--- config.mk ---
export PLATFORM = sky130hd
export DESIGN_NAME = playlist_sequencer
export DESIGN_NICKNAME = d
export VERILOG_FILES = /design/src/rtl/playlist_sequencer.sv
export SDC_FILE = /design/constraint.sdc
export NUM_CORES = 1
export LEC_CHECK = 0
export ABC_AREA = 1
export BUFFER_PORTS_ARGS = -buffer_cell sky130_fd_sc_hd__clkbuf_2
export CORE_UTILIZATION = 35
export CTS_CLUSTER_DIAMETER = 60
export CTS_CLUSTER_SIZE = 16
export DETAILED_ROUTE_END_ITERATION = 7
export SLEW_MARGIN = 15
export SYNTH_ARGS = -nofsm -noshare
export SYNTH_HDL_FRONTEND = slang
export SYNTH_SLANG_ARGS = --single-unit
--- constraint.sdc ---
create_clock -name clk -period 3 [get_ports clk]
set_input_delay 0.15 -clock clk [delete_from_list [all_inputs] [get_ports clk]]
set_output_delay 0.15 -clock clk [all_outputs]
set_load 0.01 [all_outputs]
--- src/rtl/playlist_sequencer.sv ---
// Playlist sequencer: play/pause/gap FSM, song index selection (sequential,
// repeat or LFSR shuffle) and beat-restart pulse generation for a tone player.
module playlist_sequencer #(
    parameter logic [15:0] GAP_CYCLES = 16'd8192,
    parameter logic [7:0]  LFSR_SEED  = 8'hA5
) (
    input  logic       clk,
    input  logic       reset,
    input  logic       play_pause,
    input  logic       next,
    input  logic       prev,
    input  logic       repeat_one,
    input  logic       shuffle,
    input  logic       song_finished,
    output logic [1:0] song_sel,
    output logic       beat_restart,
    output logic       ispause,
    output logic [1:0] state_dbg
);

    typedef enum logic [1:0] {
        ST_IDLE  = 2'd0,
        ST_PLAY  = 2'd1,
        ST_PAUSE = 2'd2,
        ST_GAP   = 2'd3
    } state_t;

    state_t      state_q, state_d;
    logic [1:0]  song_sel_q, song_sel_d;
    logic [15:0] gap_cnt_q, gap_cnt_d;
    logic [7:0]  lfsr_q, lfsr_d;
    logic        beat_restart_q, beat_restart_d;
    logic        ispause_q, ispause_d;
    logic        restart_req_s;
    logic [1:0]  song_fwd_s, song_back_s, song_fin_s;

    // Fibonacci LFSR, taps 8,6,5,4 (bits 7,5,4,3).
    function automatic logic [7:0] lfsr_step(input logic [7:0] cur);
        return {cur[6:0], cur[7] ^ cur[5] ^ cur[4] ^ cur[3]};
    endfunction

    // Shuffle never lands on the song that is currently selected.
    function automatic logic [1:0] shuffle_pick(input logic [7:0] lfsr, input logic [1:0] cur);
        logic [1:0] cand;
        cand = lfsr[1:0];
        if (cand == cur) begin
            return cand + 2'd1;
        end else begin
            return cand;
        end
    endfunction

    // Candidate song indices and next-state / output computation.
    always_comb begin
        song_fwd_s    = shuffle ? shuffle_pick(lfsr_q, song_sel_q) : song_sel_q + 2'd1;
        song_back_s   = song_sel_q - 2'd1;
        song_fin_s    = repeat_one ? song_sel_q : song_fwd_s;
        state_d       = state_q;
        song_sel_d    = song_sel_q;
        gap_cnt_d     = gap_cnt_q;
        restart_req_s = 1'b0;
        lfsr_d        = lfsr_step(lfsr_q);
        case (state_q)
            ST_IDLE: begin
                if (play_pause) begin
                    state_d       = ST_PLAY;
                    restart_req_s = 1'b1;
                end else if (next) begin
                    song_sel_d = song_fwd_s;
                end else if (prev) begin
                    song_sel_d = song_back_s;
                end else begin
                    state_d = ST_IDLE;
                end
            end
            ST_PLAY: begin
                if (play_pause) begin
                    state_d = ST_PAUSE;
                end else if (next) begin
                    song_sel_d = song_fwd_s;
                    state_d    = ST_GAP;
                    gap_cnt_d  = GAP_CYCLES - 16'd1;
                end else if (prev) begin
                    song_sel_d = song_back_s;
                    state_d    = ST_GAP;
                    gap_cnt_d  = GAP_CYCLES - 16'd1;
                end else if (song_finished) begin
                    song_sel_d = song_fin_s;
                    state_d    = ST_GAP;
                    gap_cnt_d  = GAP_CYCLES - 16'd1;
                end else begin
                    state_d = ST_PLAY;
                end
            end
            ST_PAUSE: begin
                // Resuming keeps the beat position, so no restart here.
                if (play_pause) begin
                    state_d = ST_PLAY;
                end else if (next) begin
                    song_sel_d    = song_fwd_s;
                    restart_req_s = 1'b1;
                end else if (prev) begin
                    song_sel_d    = song_back_s;
                    restart_req_s = 1'b1;
                end else begin
                    state_d = ST_PAUSE;
                end
            end
            ST_GAP: begin
                if (play_pause) begin
                    state_d       = ST_PAUSE;
                    gap_cnt_d     = 16'd0;
                    restart_req_s = 1'b1;
                end else if (next) begin
                    song_sel_d = song_fwd_s;
                    gap_cnt_d  = GAP_CYCLES - 16'd1;
                end else if (prev) begin
                    song_sel_d = song_back_s;
                    gap_cnt_d  = GAP_CYCLES - 16'd1;
                end else if (gap_cnt_q == 16'd0) begin
                    state_d       = ST_PLAY;
                    restart_req_s = 1'b1;
                end else begin
                    gap_cnt_d = gap_cnt_q - 16'd1;
                end
            end
            default: begin
                state_d = ST_IDLE;
            end
        endcase
        // A restart directly after another one is merged into it.
        beat_restart_d = restart_req_s & ~beat_restart_q;
        ispause_d      = (state_d != ST_PLAY);
    end

    // State and registered outputs.
    always_ff @(posedge clk or negedge reset) begin
        if (!reset) begin
            state_q        <= ST_IDLE;
            song_sel_q     <= 2'b00;
            gap_cnt_q      <= 16'd0;
            lfsr_q         <= LFSR_SEED;
            beat_restart_q <= 1'b0;
            ispause_q      <= 1'b1;
        end else begin
            state_q        <= state_d;
            song_sel_q     <= song_sel_d;
            gap_cnt_q      <= gap_cnt_d;
            lfsr_q         <= lfsr_d;
            beat_restart_q <= beat_restart_d;
            ispause_q      <= ispause_d;
        end
    end

    assign song_sel     = song_sel_q;
    assign beat_restart = beat_restart_q;
    assign ispause      = ispause_q;
    assign state_dbg    = state_q;

endmodule

==> key figures, run 1 <==
Placement
  • Hpwl dp: 2964 microns
  • Final RePlAce weighted congestion: 0.7872
  • PortBufs: 13

Logic synthesis
  • Flops & latches, synth: 30
  • Predominant post-synthesis flop cell: dfrtp_1
  • Sequential share of the synthesized area: 39.83%
  • Yosys warning count: 0
  • Synth async-reset ratio: 100.0%
  • Synth cell types: 27
  • Synth Area per Inst: 6.861 sq um
  • Mapped Nets: 286
  • EDFF count, synth: 0
  • Synth Cell Area: 1901 sq um
  • Cell count after synthesis: 277

Clock tree
  • Clock root cell: clkbuf_8
  • Clk_lat worst skew: 290 ps
  • # clock sinks: 30
  • H-tree levels: 2
  • Worst-path clk slew: 70 ps
  • CTS tree: built
  • Total CTS buffers: 5
  • Max clock buf depth: 2
  • Post-CTS Setup Inserts: 0

Setup path
  • Slowest stage delay, CP: 410 ps
  • Crit start category: flip-flop
  • Worst EP required: 3180 ps
  • Worst Reg-to-Reg Cells: 9
  • FF-to-FF Start: gap_cnt_q[0]
  • Worst Path Arrival: 2020 ps
  • Critical Path, Cell by Cell: inv_1 -> ha_1 -> nand3_2 -> nor2_4 -> nand4_2 -> nand2_2 -> nand2_1 -> nand2_1 -> inv_1
  • CP max-delay cell: nand2_2
  • CP Class: flip-flop to flip-flop
  • Flop-to-flop setup slack: 1160 ps
  • CP Capture Type: flip-flop
  • RR Endpoint: gap_cnt_q[7]
  • Crit path launch: gap_cnt_q[0]
  • CP Max Fanout: 21

Final layout
  • Core Util, Final: 41.58%
  • Sequential cell area: 757.0 sq um
  • Layout cells sized above 1: 15.93%
  • Multi-input gate area: 949.7 sq um
  • ANT cells: 0
  • Most frequent cells in the layout: 96 x nand2_1, 41 x inv_1, 25 x nand3_1, 25 x dfrtp_1, 24 x nor2_1
  • Synth-to-layout area growth: 13.17%
  • Post-layout net count: 303
  • Commonest non-fill, non-tap cell in the layout: nand2_1
  • Fill cells: 536

Route
  • Drt total wl: 4081 microns
  • Drt drc: 0
  • Wire length per cell: 11.18 microns
  • Routed vias: 1698
  • Initial DRC count: 158
  • Routed Antenna Nets: 0
  • Via density: 4.652
  • Pre-antenna DRT Iters: 4

GRT
  • First-pass GRT wire length: 6596 microns
  • Vias in the first global route: 1438
  • Largest net degree at the start of global routing: 31
  • Overall Global Routing Usage: 15.76%
  • Overflow after GRT: 0
  • Antenna violations before repair: 0

Timing
  • Final setup violation count: 0
  • Clk_skew: 9.485 ps
  • Setup TNS: 0 ps
  • Crit share post-route: 61.26%
  • Final-report hold violation count: 0
  • Peak Freq: 544.1 MHz
  • Slew HR: 50.09%
  • Fin. max-slew vios: 0
  • Slew @ Worst Pin: 748.7 ps
  • Tmin final: 1838 ps
  • RSZ-0062 raised after global routing: false

Floorplanning
  • Cell Rows: 26
  • I/O pin count: 14
  • Starting Density: 36.74%
  • Core area: 5172 sq um
  • Die footprint: 5729 sq um
  • Die Wd: 75.69 microns
  • Die Y: 75.69 microns

Power and ir drop
  • Power per cell area: 813.0 nW/um^2
  • Peak supply drop: 0.2281 mV
  • Leak: 1.079 nW

Status
  • Status: finished, final reports clean

Worst hold path
  • Hold Crit Class: input port to flip-flop
  • Worst Hold End: state_dbg[0]
  • Hold depth: 3
  • HP Start: play_pause

Job
  • # Max-Cap Violations: 0
==> critical path, delay by kind of cell, from the launching register on <==
family                   cells  cell delay (ps)
flip-flops                   1              390
adder cells (fa/ha/maj)      1              240
buffers and inverters        2              140
AND/OR/NAND/NOR              6              970
==> registers in the layout (all words and copies together) (netlist names) <==
register and cells:
gap_cnt_q 16, beat_restart 1, song_sel 2, lfsr_q 8, state_dbg 2, ispause 1
==> cell usage after synthesis (3+ instances only) <==
library cell / number / area, sq um
nand2_2: 6 / 37.54
nor2_2: 4 / 25.02
nor2_1: 24 / 90.09
nor2_4: 3 / 33.78
nand3_1: 25 / 125.1
a21oi_1: 12 / 60.06
dfrtp_1: 25 / 625.6
nand2_1: 96 / 360.4
dfstp_2: 5 / 131.4
nand4_1: 3 / 18.77
inv_1: 41 / 153.9
o21ai_0: 8 / 40.04
o21ai_2: 5 / 43.79
==> logic make-up (layout without fill, tap and decap cells) <==
family	count (synthesis)	count (layout)	share of synthesized area [%]
flops	30	30	39.83
simple gates	166	166	38.45
xor+xnor	4	4	1.844
buf+inv	47	65	10.20
fa+ha+maj	1	1	0.6582
compound gates	29	29	9.019
==> through the flow <==
stage               power [mW]  std cells  setup WS (ps)  hold WS (ps)  area (sq um)
finish                   1.749        365           1162         197.3          2151
detailed placement       1.330        356           1184         260.7          2024
CTS                      1.769        365           1169         182.3          2151
global route             1.914        365          984.7         209.1          2151
floorplan                1.175        277           1532        -145.6          1901
global placement         1.329        356           1231         256.7          2024
==> per-layer routing <==
metal  vias to the layer above  global-route usage (%)  share of wire [%]
li1                        894                       -                  -
met1                       752                   21.73                 49
met2                        43                   23.12                 44
met3                         9                   4.365                4.6
met4                         0                   6.790                1.8
met5                         -                       0                  0
==> worst max-delay path by stage <==
stage | to | slack (ps)
after floorplan | gap_cnt_q[10] | 1530
after global placement | gap_cnt_q[7] | 1230
after detailed placement | gap_cnt_q[7] | 1180
after CTS | gap_cnt_q[7] | 1170
after global routing | gap_cnt_q[1] | 980
final | gap_cnt_q[7] | 1160
==> report_power, final <==
part / internal (mW) / switching, mW
registers: 0.523 / 0.128
logic: 0.230 / 0.443
clock network: 0.270 / 0.155
==> timing repair <==
action	in CTS	in global routing
setup endpoints to repair	0	0
hold buffers	1	0
gates resized for setup	0	0
hold endpoints to repair	25	0
==> cell type report <==
type                    count  share of cell area, %
flip-flops and latches     30                  35.19
clock buffers               7                  4.014
clock inverters             1                  1.396
inverters                  42                  7.330
well taps                  70                  4.072
repair buffers             15                  3.839
multi-input cells         200                  44.15
Note: power is estimated with default switching activity, not from simulation.
==> run 2, diff against run 1 <==
==> constraint.sdc (replaced) <==
create_clock -name clk -period 1.5 [get_ports clk]
set_input_delay 0.075 -clock clk [delete_from_list [all_inputs] [get_ports clk]]
set_output_delay 0.075 -clock clk [all_outputs]
set_load 0.01 [all_outputs]
==> run 2 against run 1 <==
- sequential cell count is the same
- total power grew to 2.5 times the previous value
- maximum frequency grew 23%
- register-to-register slack lost 1200 ps
- sequential share of layout area shrank 6.1 points
- non-clock buffer count grew 34
- die area is the same
- clock skew shrank 4.1 ps
- largest power group unchanged
==> key figures, run 2 (synthesized netlist as in run 1, its figures left out) <==
Status
  • Status: finished, final reports clean

Final layout
  • Commonest non-fill, non-tap cell in the layout: nand2_1
  • Biggest register: gap_cnt_q
  • Most frequent cells in the layout: 90 x nand2_1, 39 x inv_1, 32 x buf_4
  • Final instance area: 2603 sq um (+21%)
  • Synth-to-layout area growth: 36.93%
  • ANT cells: 0 (unchanged)
  • Layout cells sized above 1: 31.31% (+15 points)
  • Post-layout net count: 337 (+11%)
  • Top flop regs: gap_cnt_q (16), lfsr_q (8)
  • Largest register FFs: 16 (unchanged)

Clock tree
  • Max clock buf depth: 2 (unchanged)
  • CTS tree: built
  • H-tree levels: 2 (unchanged)
  • Clk_lat worst skew: 290 ps (about the same)
  • Clock root cell: clkbuf_8
  • # clock sinks: 30 (unchanged)
  • Worst-path clk slew: 70 ps (about the same)
  • Total CTS buffers: 5 (unchanged)

Floorplanning
  • Starting Density: 36.74% (unchanged)
  • Core area: 5172 sq um (unchanged)
  • Cell Rows: 26 (unchanged)
  • I/O pin count: 14 (unchanged)
  • Die Y: 75.69 microns (unchanged)
  • Die footprint: 5729 sq um (unchanged)
  • Die Wd: 75.69 microns (unchanged)

GRT
  • Met3 usage: 4.630% (+0.26 points)
  • Overflow after GRT: 0 (unchanged)
  • M1 GR Usage: 23.52% (+1.8 points)
  • Antenna violations before repair: 0 (unchanged)
  • Busiest grt layer: met2
  • Overall Global Routing Usage: 17.94% (+2.2 points)
  • Met2 Use GR: 28.67% (+5.6 points)
  • First-pass GRT wire length: 7514 microns (+14%)
  • Largest net degree at the start of global routing: 31 (unchanged)
  • Vias in the first global route: 1620 (+13%)

Route
  • Pre-antenna DRT Iters: 5 (+1)
  • Routed Antenna Nets: 0 (unchanged)
  • Drt drc: 0 (unchanged)
  • Wire length per cell: 11.73 microns (+4.9%)
  • Initial DRC count: 102 (-35%)
  • Via density: 4.664 (+0.26%)
  • Drt total wl: 4681 microns (+15%)
  • Routed vias: 1861 (+9.6%)

Placement
  • Area post-placement: 2230 sq um (+10%)
  • Final RePlAce weighted congestion: 0.7783 (-1.1%)
  • PortBufs: 13 (unchanged)
  • Hpwl dp: 3316 microns (+12%)
  • Setup slack at placement: -61.53 ps (-1246 ps)

Setup path
  • Worst Path Arrival: 1690 ps (-330 ps)
  • Crit start category: flip-flop
  • CP Max Fanout: 3 (-86%)
  • Most frequent CP cell: buf_4
  • CP max-delay cell: dfrtp_1
  • Critical Path, Cell by Cell: inv_2 -> ha_4 -> nand3_4 -> nor2_4 -> nand4_4 -> buf_4 -> buf_4 -> nand4_1 -> nand2_1
  • CP Capture Type: flip-flop
  • CP Class: flip-flop to flip-flop
  • Slowest stage delay, CP: 390 ps (-20 ps)
  • Worst EP required: 1690 ps (-1490 ps)

Timing
  • Fin. max-slew vios: 0 (unchanged)
  • Final-report hold violation count: 0 (unchanged)
  • Hold WS: 123.4 ps (-73.93 ps)
  • Clk_skew: 5.363 ps (-4.122 ps)
  • RSZ-0062 raised after global routing: true
  • Slew HR: 73.40% (+23 points)
  • Crit share post-route: 99.98% (+39 points)
  • Final setup violation count: 0 (unchanged)
  • Slew @ Worst Pin: 398.9 ps (-349.8 ps)
  • Peak Freq: 666.8 MHz (+23%)
  • Setup WS post-layout: 0.3136 ps (-1162 ps)
  • Tmin final: 1500 ps (-338.1 ps)

Power and ir drop
  • Peak supply drop: 0.5497 mV (+140%)
  • Power per cell area: 1703 nW/um^2 (+110%)
  • Leak: 1.286 nW (+19%)

Job
  • # Max-Cap Violations: 0 (unchanged)

Worst hold path
  • Hold Crit Class: input port to flip-flop
[run 2: cell count changes in the layout (fill, tap and decap cells not counted), sizes merged]
cell / delta
buf: +34
clkbuf: -1
bufinv: +1
[run 2: critical path: cells and delay by family, from the launching register on]
kind / cells / cell delay, ps
adder cells (fa/ha/maj): 1 / 160
flip-flops: 1 / 390
AND/OR/NAND/NOR: 5 / 480
buffers and inverters: 3 / 350
[run 2: routing by layer]
layer	part of all wire [%]	wire length (microns)
met5	0	0
met1	47	2192
met2	48	2270
met4	1.4	64
met3	3.3	155
[run 2: through the flow]
step | power, mW | TNS, ps | instances | utilization [%]
finish | 4.433 | 0 | 399 | 50.31
global route | 4.785 | -669.7 | 399 | 50.31
CTS | 4.373 | 0 | 397 | 48.84
detailed placement | 3.025 | -343.0 | 380 | 43.11
global placement | 3.004 | -25.52 | 380 | 43.11
floorplan | 2.349 | 0 | 277 | -
[run 2: final cells by class]
| cell class | instances | area (sq um) |
|---|---|---|
| Timing Repair Buffer | 49 | 382.9 |
| Multi-Input combinational cell | 200 | 1074 |
| Clock inverter | 2 | 60.06 |
| Inverter | 42 | 157.7 |
| Tap cell | 70 | 87.58 |
| Clock buffer | 6 | 82.58 |
| Fill cell | 508 | 2570 |
| Sequential cell | 30 | 758.2 |
[run 2: where the power goes]
part	switching (mW)	total (mW)	internal [mW]
clock	0.328	1.04	0.708
sequential	0.272	1.32	1.05
combinational	1.12	2.08	0.953
[run 2: timing repair]
item                                    in CTS  in global routing
endpoints found under the hold margin       25                  0
endpoints found under the setup margin      12                 12
buffers inserted                             7                  3
pin swaps                                    8                 10
cloned                                       1                  0
resized for setup                           14                 23
hold buffers                                 1                  0
[run 2: worst paths after layout]
kind / slack (ps) / depth (start not counted) / endpoint / start
setup / recovery: 0.3 / 9 / gap_cnt_q[15] / gap_cnt_q[0]
hold / removal: 120 / 3 / state_dbg[0] / play_pause
setup reg to reg: 0.3 / 9 / gap_cnt_q[15] / gap_cnt_q[0]
hold reg to reg: 360 / 0 / lfsr_q[7] / lfsr_q[6]
max in group asynchronous: 840 / 3 / lfsr_q[2] / reset
min in group asynchronous: 330 / 3 / gap_cnt_q[7] / reset
